`src/rtl/wb_stage.sv`:
```
// Writeback stage: selects ALU/load result for the register-file write port and
// sequences ECALLs through a req/ack/done handshake with the system-call handler,
// holding the upstream pipeline via stall_out until the a0 write-back.
// Optional build macro: WB_RETIRE_CNT_EN adds a 64-bit retire_count output.
module wb_stage #(
  parameter int DATA_WIDTH    = 64,
  parameter int REG_ID_WIDTH  = 5,
  parameter int ECALL_RET_REG = 10
) (
  input  logic                    clk,
  input  logic                    reset,
  input  logic [DATA_WIDTH-1:0]   pc_in,
  input  logic [DATA_WIDTH-1:0]   alu_in,
  input  logic [DATA_WIDTH-1:0]   mem_data_in,
  input  logic [REG_ID_WIDTH-1:0] dest_in,
  input  logic [2:0]              wb_control_in,
  output logic                    rf_we,
  output logic [REG_ID_WIDTH-1:0] rf_waddr,
  output logic [DATA_WIDTH-1:0]   rf_wdata,
  output logic                    stall_out,
  output logic                    ecall_req,
  output logic [DATA_WIDTH-1:0]   ecall_pc,
  input  logic                    ecall_ack,
  input  logic                    ecall_done,
`ifdef WB_RETIRE_CNT_EN
  output logic [63:0]             retire_count,
`endif
  input  logic [DATA_WIDTH-1:0]   ecall_ret
);

  typedef enum logic [1:0] {IDLE, REQ, WAIT, DONE} state_t;

  localparam logic [REG_ID_WIDTH-1:0] RET_REG = REG_ID_WIDTH'(ECALL_RET_REG);

  state_t                  state_q;
  logic                    ecall_req_q;
  logic [DATA_WIDTH-1:0]   ecall_pc_q;
  logic [DATA_WIDTH-1:0]   ret_q;

  logic is_ecall, reg_write, mem_to_reg;

  assign is_ecall   = wb_control_in[2];
  assign reg_write  = wb_control_in[1];
  assign mem_to_reg = wb_control_in[0];

  assign ecall_req = ecall_req_q;
  assign ecall_pc  = ecall_pc_q;

  // Write port and stall decode: normal writes are zero-latency, DONE writes a0.
  always_comb begin
    stall_out = 1'b0;
    rf_we     = 1'b0;
    rf_waddr  = dest_in;
    rf_wdata  = mem_to_reg ? mem_data_in : alu_in;
    case (state_q)
      IDLE: begin
        if (is_ecall) stall_out = 1'b1;
        else          rf_we     = reg_write && (dest_in != '0);
      end
      REQ, WAIT: stall_out = 1'b1;
      DONE: begin
        rf_we    = 1'b1;
        rf_waddr = RET_REG;
        rf_wdata = ret_q;
      end
      default: ;
    endcase
  end

  // ECALL handshake sequencer; MEM/WB is held by stall_out, so inputs are not re-sampled.
  always_ff @(posedge clk or posedge reset) begin
    if (reset) begin
      state_q     <= IDLE;
      ecall_req_q <= 1'b0;
      ecall_pc_q  <= '0;
      ret_q       <= '0;
    end else begin
      case (state_q)
        IDLE: begin
          if (is_ecall) begin
            ecall_pc_q  <= pc_in;
            ecall_req_q <= 1'b1;
            state_q     <= REQ;
          end
        end
        REQ: begin
          if (ecall_ack) begin
            ecall_req_q <= 1'b0;
            if (ecall_done) begin
              ret_q   <= ecall_ret;
              state_q <= DONE;
            end else begin
              state_q <= WAIT;
            end
          end
        end
        WAIT: begin
          if (ecall_done) begin
            ret_q   <= ecall_ret;
            state_q <= DONE;
          end
        end
        DONE: state_q <= IDLE;
        default: state_q <= IDLE;
      endcase
    end
  end

`ifdef WB_RETIRE_CNT_EN
  logic [63:0] retire_cnt_q;
  logic [63:0] retire_cnt_d;

  assign retire_cnt_d = retire_cnt_q + 64'd1;
  assign retire_count = retire_cnt_q;

  // Every committed write (normal or a0 write-back) retires one instruction; wraps naturally.
  always_ff @(posedge clk or posedge reset) begin
    if (reset)      retire_cnt_q <= '0;
    else if (rf_we) retire_cnt_q <= retire_cnt_d;
  end
`endif

endmodule
```
`config.mk`:
```
export PLATFORM = sky130hd
export DESIGN_NAME = wb_stage
export DESIGN_NICKNAME = d
export VERILOG_FILES = /design/src/rtl/wb_stage.sv
export SDC_FILE = /design/constraint.sdc
export NUM_CORES = 1
export LEC_CHECK = 0
export ABC_AREA = 1
export BUFFER_PORTS_ARGS = -buffer_cell sky130_fd_sc_hd__buf_4
export CORE_AREA = 3 3 155 157
export CTS_BUF_LIST = sky130_fd_sc_hd__clkbuf_4
export CTS_CLUSTER_SIZE = 25
export DETAILED_ROUTE_END_ITERATION = 16
export DIE_AREA = 0 0 158 160
export HOLD_SLACK_MARGIN = 0.1
export PLACE_DENSITY = 0.6
export SLEW_MARGIN = 20
export SYNTH_ARGS = -nofsm -noshare
export SYNTH_HDL_FRONTEND = slang
export SYNTH_SLANG_ARGS = --single-unit
export TNS_END_PERCENT = 5
```
`constraint.sdc`:
```
create_clock -name clk -period 5.5 [get_ports clk]
set_clock_uncertainty 0.2 [all_clocks]
set_input_delay 1.375 -clock clk [delete_from_list [all_inputs] [get_ports clk]]
set_output_delay 1.375 -clock clk [all_outputs]
set_load 0.02 [all_outputs]
```
==> summary.md, run 1 <==
| Metric | Value |
|---|---|
| Run status | `finished, final reports clean` |
| Filler cells | `2282` |
| Ratio of cells with drive above 1 in the final layout | `a little under half` |
| Pwr dens | `about 550 nW/um^2` |
| Initial Utilization | `29.9%` |
| Setup TNS | `0 ns` |
| Critical Path RT | `between 3 and 4 ns` |
| Post-Synth Adder-Cell Area | `less than 1%` |
| Placed Cells | `between 1000 and 1500` |
| Nets | `between 1000 and 1500` |
| WL final | `approximately 26000 microns` |
| HP Class | `reg2reg` |
| Top-count cell post-synth | `nand2_1` |
| Critical Path Source Type | `input port` |
| Ant diodes | `0` |
| P_leak | `about 5.4 nW` |
| Synth Flop Type | `dfrtp_1` |
| Avg Inst Size Synth | `9.04 sq um` |
| Finished Core Util | `about 44%` |
| Area leader, netlist | `dfrtp_1` |
| Post-synth EDFFs | `0` |
| Clk Tree Root Cell | `clkbuf_4` |
| Post-Synth XOR/XNOR Area | `0%` |
| Reg area | `3280 sq um` |
| Clk sinks | `roughly 130` |
| Mapped Nets | `slightly above 1000` |
| Main combinational cell family by area after synthesis | `simple AND/OR/NAND/NOR gates` |
| FMAX | `around 230 MHz` |
| Simple-gate share of the synthesized area | `between 20% and 30%` |
| Worst vdd ir | `between 300 and 400 uV` |
| Syn-to-layout area delta | `49.0%` |
| Vias per inst | `roughly 4.7` |
| Max cap viols | `0` |
| DRT antenna net count | `0` |
| Most frequent cells after synthesis | `nand2_1 (202), dfrtp_1 (131), a21oi_1 (130)` |
| Port bufs | `approximately 400` |
| Vias | `6722` |
| Sw power | `2.44 mW` |
| Num rows | `between 50 and 60` |
| Count of mapped cells out of synthesis | `748` |
| Synth area leaders | `dfrtp_1 (48%), nand2_1 (11%), a21oi_1 (9.6%), mux2_4 (8.4%), nand3_1 (5.0%)` |
| Max-slew violations | `0` |
| First-pass GRT wire length | `38700 microns` |
| Final cell count without fillers | `around 1400` |
| Max Root-Sink Buffers | `2` |
| Yosys reg bits | `131` |
| Synth top area share | `around 48%` |
| Final WS setup | `approximately 1.1 ns` |
| Final critical-path required period | `between 4 and 5 ns` |
| Synth Area in Compound Gates | `9.92%` |
| Die Y | `between 150 and 200 microns` |
| Worst Path Max Fanout | `32` |
| Post-DP HPWL | `19000 microns` |
| # resized after CTS | `0` |
| Synth Warn # | `0` |
| TritonRoute pass-1 iters | `4` |
| CTS H-tree depth | `4` |
| Max_slew headroom | `29.5%` |
| Worst-Margin Slew | `about 1.1 ns` |
| Cell variety after synth | `20` |
| Power Total | `around 5.5 mW` |
| Synth async-reset ratio | `between 90% and 100%` |
| Clock Pin Slew Worst Setup and Hold Paths | `0.11 ns` |
| Multi-input logic area | `~3000 sq um` |
| Final Wtd Congestion | `around 0.80` |
| Final Hold Vio Count | `0` |
| Cell area after synthesis | `around 6800 sq um` |
| Vias in the first global route | `around 7000` |
| Initial antenna violation count | `0` |
| Clock Power Share | `between 10% and 20%` |
| Iteration-0 DRC Markers | `321` |
| Grt total ovfl | `0` |
| Crit path capture type | `output port` |
| CTS tree | `yes` |
| Worst-Skew Late Latency | `a little over 0.5 ns` |
| Tot GR Track Use | `19.6%` |
| Sequential share of power | `a little under a third` |
| Hold bufs inserted after CTS | `0` |
| Pint | `between 3 and 4 mW` |
| Mux contribution to synthesized area | `about 13%` |
| Die Span X | `roughly 160 microns` |
| WS Path Type | `in2out` |
| RSZ-0062 raised after global routing | `false` |
| Post-CTS setup buffer count | `0` |
| Drt drc | `0` |
| Register area share after synthesis | `approximately half` |
| Switch share | `around 44%` |
| Tcrit/Tclk final | `between 70% and 80%` |
| CTS Buf Count | `17` |
| Core ar. | `roughly 23000 sq um` |
| Top Ports | `just over 400` |
| Placement Setup Slack | `about 1.1 ns` |
| Largest net degree at the start of global routing | `99` |
| Worst EP arrival | `between 2 and 3 ns` |
| DIE AREA | `~25000 sq um` |
| Final Setup Violations | `0` |
| Avg WL per Cell | `18.1 microns` |
| Logic pwr share | `56.8%` |
[final timing paths]
kind / slack (ns) / depth (start not counted) / end / startpoint
max: 1.11 / 6 / rf_wdata[48] / wb_control_in[0]
max in group asynchronous: 3.22 / 3 / ret_q[2] / reset
max reg2reg: 3.05 / 5 / ecall_pc[61] / state_q[0]
min in group asynchronous: 0.80 / 2 / ecall_pc[45] / reset
min: 0.29 / 2 / ret_q[13] / ret_q[13]
min reg2reg: 0.29 / 2 / ret_q[13] / ret_q[13]
[registers in the layout, indices dropped and copies added (netlist names)]
name       flops
ret_q         64
state_q        2
ecall_pc      64
ecall_req      1
[critical path, stage by stage]
cell,delay (ns)
buf_4,0.11
inv_2,0.46
buf_4,0.40
nand2_1,0.08
a21oi_1,0.19
buf_4,0.17
[cells in the final DEF (no fill, tap or decap)]
master	Yosys	layout
nor2_1	73	73
clkbuf_4	0	18
inv_8	0	2
bufinv_16	0	1
ha_1	5	4
nand2_4	0	1
nand2_1	202	200
o21ai_0	4	4
dfrtp_1	131	131
clkinvlp_4	0	5
a21oi_1	130	130
mux2_4	38	38
ha_2	0	1
clkinv_2	0	1
inv_1	12	10
inv_6	0	7
mux2_2	26	26
nand3_1	67	67
buf_4	2	413
nor2_4	0	1
nand2_2	1	2
or2_2	2	2
inv_2	1	1
[routing by layer]
layer	global-route usage (%)	vias to the layer above	wire, microns
met2	34.6	298	13000
met1	22.2	3186	9680
met5	0	-	0
li1	-	3229	-
met4	3.32	0	189
met3	8.56	9	2870
[metrics by stage]
step,instance area [sq um],hold slack (ns)
global route,10100,0.308
detailed placement,9800,0.259
floorplan,6760,0.243
global placement,9800,0.255
CTS,10100,0.290
finish,10100,0.285
[cell type report]
class,instances,area share (%)
well taps,285,3.54
multi-input cells,549,29.8
inverters,13,0.546
clock buffers,18,1.34
repair buffers,413,30.8
flip-flops and latches,131,32.5
clock inverters,14,1.42
[power by group through the flow]
stage / clock network [mW] / logic [mW] / registers (mW)
after floorplan: 0 / 1.72 / 1.98
after detailed placement: 0 / 3.18 / 1.72
after global routing: 0.732 / 3.41 / 1.77
final: 0.659 / 3.13 / 1.72
after CTS: 0.695 / 3.18 / 1.72
after global placement: 0 / 3.14 / 1.72
[cell families (layout without fill, tap and decap cells)]
logic type	after synthesis	count (layout)
AOI/OAI and AO/OA	134	134
adders and majority gates	5	5
buffers and inverters	68	458
DFF	131	131
muxes	64	64
and+or+nand+nor	346	346
(Power assumes the default switching activity.)
==> run 2, diff against run 1 <==
Clock period 5.5 ns to 4.4 ns, I/O delays scaled along.
==> summary.md, run 2 (synthesis gave the netlist of run 1 again) <==
| Metric | Value |
|---|---|
| Run status | `finished, final reports clean` |
| Worst vdd ir | `345 uV (+8.0%)` |
| Setup TNS | `0 ns (unchanged)` |
| Die Span X | `158 microns (unchanged)` |
| Reg2Reg Setup Slack | `1.96 ns (-1.09 ns)` |
| Port bufs | `403 (unchanged)` |
| Tot GR Track Use | `18.7% (-0.95 points)` |
| Clock Pin Slew Worst Setup and Hold Paths | `0.14 ns (+0.03 ns)` |
| Reg area | `3280 sq um (unchanged)` |
| Delay-heaviest family, CP | `buffers and inverters` |
| Max cap viols | `0 (unchanged)` |
| Worst EP arrival | `2.41 ns (-0.40 ns)` |
| Commonest non-fill, non-tap cell in the layout | `buf_4` |
| Iteration-0 DRC Markers | `277 (-14%)` |
| DRT antenna net count | `0 (unchanged)` |
| Worst-Margin Slew | `1.03 ns (-0.0316 ns)` |
| Critical Path Source Type | `register` |
| Worst Path Max Fanout | `38 (+19%)` |
| Worst-Skew Late Latency | `0.53 ns (+0.02 ns)` |
| HP Class | `in2async` |
| Hold bufs inserted after CTS | `0 (unchanged)` |
| P_leak | `5.41 nW (+0.72%)` |
| # resized after CTS | `0 (unchanged)` |
| Core ar. | `22600 sq um (unchanged)` |
| WS Path Type | `reg2out` |
| FMAX | `roughly 270 MHz` |
| DIE AREA | `25300 sq um (unchanged)` |
| Slowest cell on the critical path | `dfrtp_1` |
| Critical Path RT | `3.10 ns (-0.82 ns)` |
| Syn-to-layout area delta | `49.8%` |
| CP cell instances | `ha_2 -> inv_2 -> buf_12 -> nor2_1 -> a21oi_1 -> buf_4` |
| Num rows | `55 (unchanged)` |
| Initial Utilization | `29.9% (unchanged)` |
| Max-slew violations | `0 (unchanged)` |
| RSZ-0062 raised after global routing | `false` |
| Max_slew headroom | `31.6% (+2.1 points)` |
| Clk Tree Root Cell | `clkbuf_4` |
| Vias per inst | `4.68 (-0.86%)` |
| Initial antenna violation count | `0 (unchanged)` |
| First-pass GRT wire length | `36900 microns (-4.6%)` |
| Final Wtd Congestion | `0.790 (-0.78%)` |
| TritonRoute pass-1 iters | `4 (unchanged)` |
| Power Total | `6.88 mW (+25%)` |
| Vias | `6664 (-0.86%)` |
| Design area | `10100 sq um (+0.55%)` |
| Grt total ovfl | `0 (unchanged)` |
| Drt drc | `0 (unchanged)` |
| Final Setup Violations | `0 (unchanged)` |
| Post-DP HPWL | `18400 microns (-3.2%)` |
| Clk sinks | `131 (unchanged)` |
| Biggest cell delay along the critical path | `0.46 ns (about the same)` |
| Placed inst area | `9840 sq um (+0.50%)` |
| Final cell count without fillers | `1423 (unchanged)` |
| Tcrit/Tclk final | `84.3%` |
| Nets | `1398 (unchanged)` |
| CTS Buf Count | `17 (unchanged)` |
| Worst r2r dst | `ecall_pc[59]` |
| Placed Cells | `1391 (unchanged)` |
| R2R depth | `5 (unchanged)` |
| Final critical-path required period | `3.71 ns` |
| CTS tree | `yes` |
| Post-CTS setup buffer count | `0 (unchanged)` |
| Filler cells | `2307 (+1.1%)` |
| Max Root-Sink Buffers | `2 (unchanged)` |
| Commonest cells after routing, fill and taps aside | `buf_4 (409), nand2_1 (200), dfrtp_1 (131), a21oi_1 (130), nor2_1 (73)` |
| Final Hold Vio Count | `0 (unchanged)` |
| Pwr dens | `679 nW/um^2 (+24%)` |
| Largest net degree at the start of global routing | `91 (-8.1%)` |
| RR Startpoint | `state_q[0]` |
| Die Y | `160 microns (unchanged)` |
| Worst Path Buf+Inv | `3 (-1)` |
| CTS H-tree depth | `4 (unchanged)` |
| Crit path capture type | `output port` |
| Ant diodes | `0 (unchanged)` |
| Vias in the first global route | `6688 (-2.8%)` |
| Avg WL per Cell | `17.5 microns (-3.1%)` |
| Multi-input logic area | `3010 sq um (unchanged)` |
| WL final | `25000 microns (-3.1%)` |
| Crit. path cell count | `6 (unchanged)` |
| Ratio of cells with drive above 1 in the final layout | `45.6% (unchanged)` |
| Top Ports | `404 (unchanged)` |
==> run 2: cell types whose count changed in the layout (fill, tap and decap cells not counted), moves of 2 or more <==
cell | before | now
buf_12 | 0 | 4
clkinv_8 | 0 | 2
inv_8 | 2 | 6
buf_4 | 413 | 409
clkinvlp_4 | 5 | 1
==> run 2: metal layers <==
layer | up-vias | share of wire (%) | GRT usage [%]
met4 | 0 | 1.8 | 5.16
met3 | 28 | 11 | 7.94
met2 | 280 | 49 | 32.6
met5 | - | 0 | 0
met1 | 3132 | 38 | 20.7
li1 | 3224 | - | -
==> run 2: where the power goes <==
part           leakage (nW)  switching [mW]  total, mW  internal [mW]
registers              1.59           0.333       2.13           1.80
clock network         0.159           0.573      0.839          0.265
logic                  3.67            2.17       3.91           1.74
total                  5.41            3.08       6.88           3.80
==> run 2: worst max path at each step <==
| stage | to | from |
|---|---|---|
| floorplan | rf_wdata[0] | wb_control_in[0] |
| global placement | rf_wdata[9] | wb_control_in[0] |
| detailed placement | rf_wdata[9] | wb_control_in[0] |
| CTS | rf_wdata[9] | state_q[0] |
| global route | rf_wdata[9] | state_q[0] |
| finish | rf_wdata[9] | state_q[0] |
==> run 2: area by class of cell <==
class / instances / area share (%)
clock buffer: 17 / 1.26
multi-input combinational: 549 / 29.7
clock inverter: 15 / 1.56
timing repair buffer: 413 / 31.1
inverter: 13 / 0.519
sequential: 131 / 32.4
tap: 285 / 3.52
==> run 2: metrics by stage <==
stage / setup slack (ns) / util, % / hold slack [ns]
after floorplan: 1.18 / - / 0.243
after global placement: 0.681 / 43.5 / 0.256
after CTS: 0.570 / 44.7 / 0.210
after global routing: 0.515 / 44.7 / 0.209
after detailed placement: 0.674 / 43.5 / 0.259
final: 0.690 / 44.7 / 0.276
==> run 3, diff against run 2 <==
Settings changed: CORE_AREA 3 3 155 157 to 3 3 158 160, DIE_AREA 0 0 158 160 to 0 0 161 163.
Clock period 4.4 ns to 3.4 ns, I/O delays scaled along.
==> summary.md, run 3 (synthesis gave the netlist of run 1 again) <==
| Metric | Value |
|---|---|
| Finished Core Util | `43.5% (-1.3 points)` |
| Iteration-0 DRC Markers | `353 (+27%)` |
| Hold bufs inserted after CTS | `0 (unchanged)` |
| CTS tree | `yes` |
| Final critical-path required period | `around 3 ns` |
| CTS Buf Count | `17 (unchanged)` |
| Port bufs | `403 (unchanged)` |
| Pwr dens | `880 nW/um^2 (+29%)` |
| Commonest cells after routing, fill and taps aside | `buf_4 (412), nand2_1 (200), dfrtp_1 (131), a21oi_1 (130), nor2_1 (73)` |
| DIE AREA | `26200 sq um (+3.8%)` |
| P_leak | `5.43 nW (+0.36%)` |
| Run status | `finished, final reports clean` |
| Avg WL per Cell | `17.0 microns (-2.9%)` |
| Die Span X | `161 microns (+1.9%)` |
| Max_slew headroom | `48.0% (+16 points)` |
| Core ar. | `23500 sq um (+4.0%)` |
| Initial Utilization | `28.7% (-1.1 points)` |
| Crit path capture type | `output port` |
| Top Ports | `404 (unchanged)` |
| RSZ-0062 raised after global routing | `false` |
| Die Y | `163 microns (+1.9%)` |
| Delay-heaviest family, CP | `buffers and inverters` |
| WS Path Type | `reg2out` |
| Grt total ovfl | `0 (unchanged)` |
| Worst r2r dst | `state_q[0]` |
| Final Hold Vio Count | `0 (unchanged)` |
| Met2 track demand over resource | `31.3% (-1.3 points)` |
| Clock Pin Slew Worst Setup and Hold Paths | `0.13 ns (about the same)` |
| Grt met1 use | `21.2% (+0.51 points)` |
| Final Setup Violations | `0 (unchanged)` |
| Sequential share of power | `30.5% (-0.5 points)` |
| Worst EP arrival | `2.02 ns (-0.39 ns)` |
| Tcrit/Tclk final | `90.2%` |
| Clock Power Share | `12.8% (+0.6 points)` |
| Clk sinks | `131 (unchanged)` |
| Max Root-Sink Buffers | `2 (unchanged)` |
| HP Class | `reg2reg` |
| Final Wtd Congestion | `0.785 (-0.66%)` |
| Switch share | `43.6% (-1.1 points)` |
| Worst Hold Launch | `ret_q[33]` |
| First-pass GRT wire length | `37600 microns (+2.0%)` |
| CTS H-tree depth | `4 (unchanged)` |
| Tot GR Track Use | `18.2% (-0.45 points)` |
| WL final | `24900 microns (-0.34%)` |
| Worst-Skew Late Latency | `0.52 ns (about the same)` |
| Reg2Reg Setup Slack | `1.09 ns (-0.87 ns)` |
| Critical Path Source Type | `register` |
| Biggest cell delay along the critical path | `0.45 ns (about the same)` |
| Slowest cell on the critical path | `dfrtp_1` |
| Hold Path End | `ret_q[33]` |
| Sw power | `3.93 mW (+28%)` |
| Max-slew violations | `0 (unchanged)` |
| Commonest non-fill, non-tap cell in the layout | `buf_4` |
| Num rows | `56 (+1.8%)` |
| Ratio of cells with drive above 1 in the final layout | `45.8% (+0.19 points)` |
| Vias in the first global route | `6898 (+3.1%)` |
| Most Frequent Cell on Critical Path | `buf_4` |
| Nets | `1402 (+0.29%)` |
| WHS Path Cells | `2` |
| Pint | `5.07 mW (+33%)` |
| Initial antenna violation count | `0 (unchanged)` |
| Worst vdd ir | `475 uV (+38%)` |
| Largest net degree at the start of global routing | `132 (+45%)` |
| TritonRoute pass-1 iters | `4 (unchanged)` |
| Syn-to-layout area delta | `51.3%` |
| Worst Path Buf+Inv | `3 (unchanged)` |
| Worst-Margin Slew | `0.780 ns (-0.246 ns)` |
| Worst Path Max Fanout | `23 (-39%)` |
| Post-DP HPWL | `18500 microns (+0.53%)` |
| Clk Tree Root Cell | `clkbuf_4` |
| # resized after CTS | `0 (unchanged)` |
| Power Total | `9.00 mW (+31%)` |
| FMAX | `~330 MHz` |
| RR Startpoint | `state_q[1]` |
| GR Util met3 | `7.81% (-0.13 points)` |
| Ant diodes | `0 (unchanged)` |
| DRT antenna net count | `0 (unchanged)` |
| Post-CTS setup buffer count | `0 (unchanged)` |
| Critical Path RT | `2.35 ns (-0.75 ns)` |
| Logic pwr share | `56.6% (-0.3 points)` |
| Vias per inst | `4.61 (-1.7%)` |
| Max cap viols | `0 (unchanged)` |
| CP cell instances | `ha_2 -> inv_2 -> buf_4 -> nor2_1 -> a21oi_1 -> buf_4` |
| Drt drc | `0 (unchanged)` |
| Setup TNS | `0 ns (unchanged)` |
| Busiest metal layer after global routing | `met2` |
| Vias | `6728 (+0.96%)` |
| R2R depth | `6 (+1)` |
run 3: cell types whose count changed in the layout (fill, tap and decap cells not counted):
cell        previous run  this run
buf_12                 4         5
buf_4                409       412
bufinv_16              0         2
clkbuf_4              17        18
clkinv_2               1         0
clkinv_4               0         1
clkinv_8               2         0
clkinvlp_4             1         4
inv_8                  6         2
run 3: through the flow:
| step | std cells | setup WS (ns) | hold WS, ns | cell area (sq um) |
|---|---|---|---|---|
| 2_1_floorplan | 748 | 0.684 | 0.243 | 6770 |
| 3_3_place_gp | 1429 | 0.465 | 0.255 | 9930 |
| 3_5_place_dp | 1429 | 0.481 | 0.259 | 9930 |
| 4_1_cts | 1461 | 0.257 | 0.256 | 10200 |
| 5_1_grt | 1461 | 0.150 | 0.231 | 10200 |
| 6_report | 1461 | 0.334 | 0.284 | 10200 |
run 3: final cells by class:
| class | count | area (sq um) |
|---|---|---|
| tap | 319 | 399 |
| clock inverter | 14 | 166 |
| fill | 2407 | 13300 |
| sequential | 131 | 3280 |
| inverter | 13 | 52.6 |
| clock buffer | 18 | 135 |
| multi-input combinational | 549 | 3010 |
| timing repair buffer | 417 | 3190 |
run 3: worst max-delay path by stage:
stage,from,to,slack [ns],cells past startpoint
6_report,state_q[0],rf_wdata[50],0.33,6
5_1_grt,state_q[1],rf_wdata[50],0.15,6
4_1_cts,state_q[0],rf_wdata[7],0.26,6
3_5_place_dp,wb_control_in[0],rf_wdata[7],0.48,6
3_3_place_gp,wb_control_in[0],rf_wdata[7],0.47,6
2_1_floorplan,wb_control_in[0],rf_wdata[0],0.68,4
run 3: worst min-delay path, cell delays in order, from the launching register on:
cell	delay [ns]
dfrtp_1	0.36
nand2_1	0.05
nand2_1	0.05
run 3: routing by layer:
layer / up-vias / share of wire [%]
met2: 281 / 49
met5: - / 0
li1: 3242 / -
met4: 0 / 1.2
met1: 3184 / 40
met3: 21 / 9.9
run 3: power by group through the flow:
stage / combinational, mW / clock (mW) / sequential [mW]
after floorplan: 2.78 / 0 / 3.20
after global placement: 5.13 / 0 / 2.76
after detailed placement: 5.19 / 0 / 2.76
after CTS: 5.18 / 1.22 / 2.75
after global routing: 5.55 / 1.28 / 2.85
final: 5.10 / 1.16 / 2.75
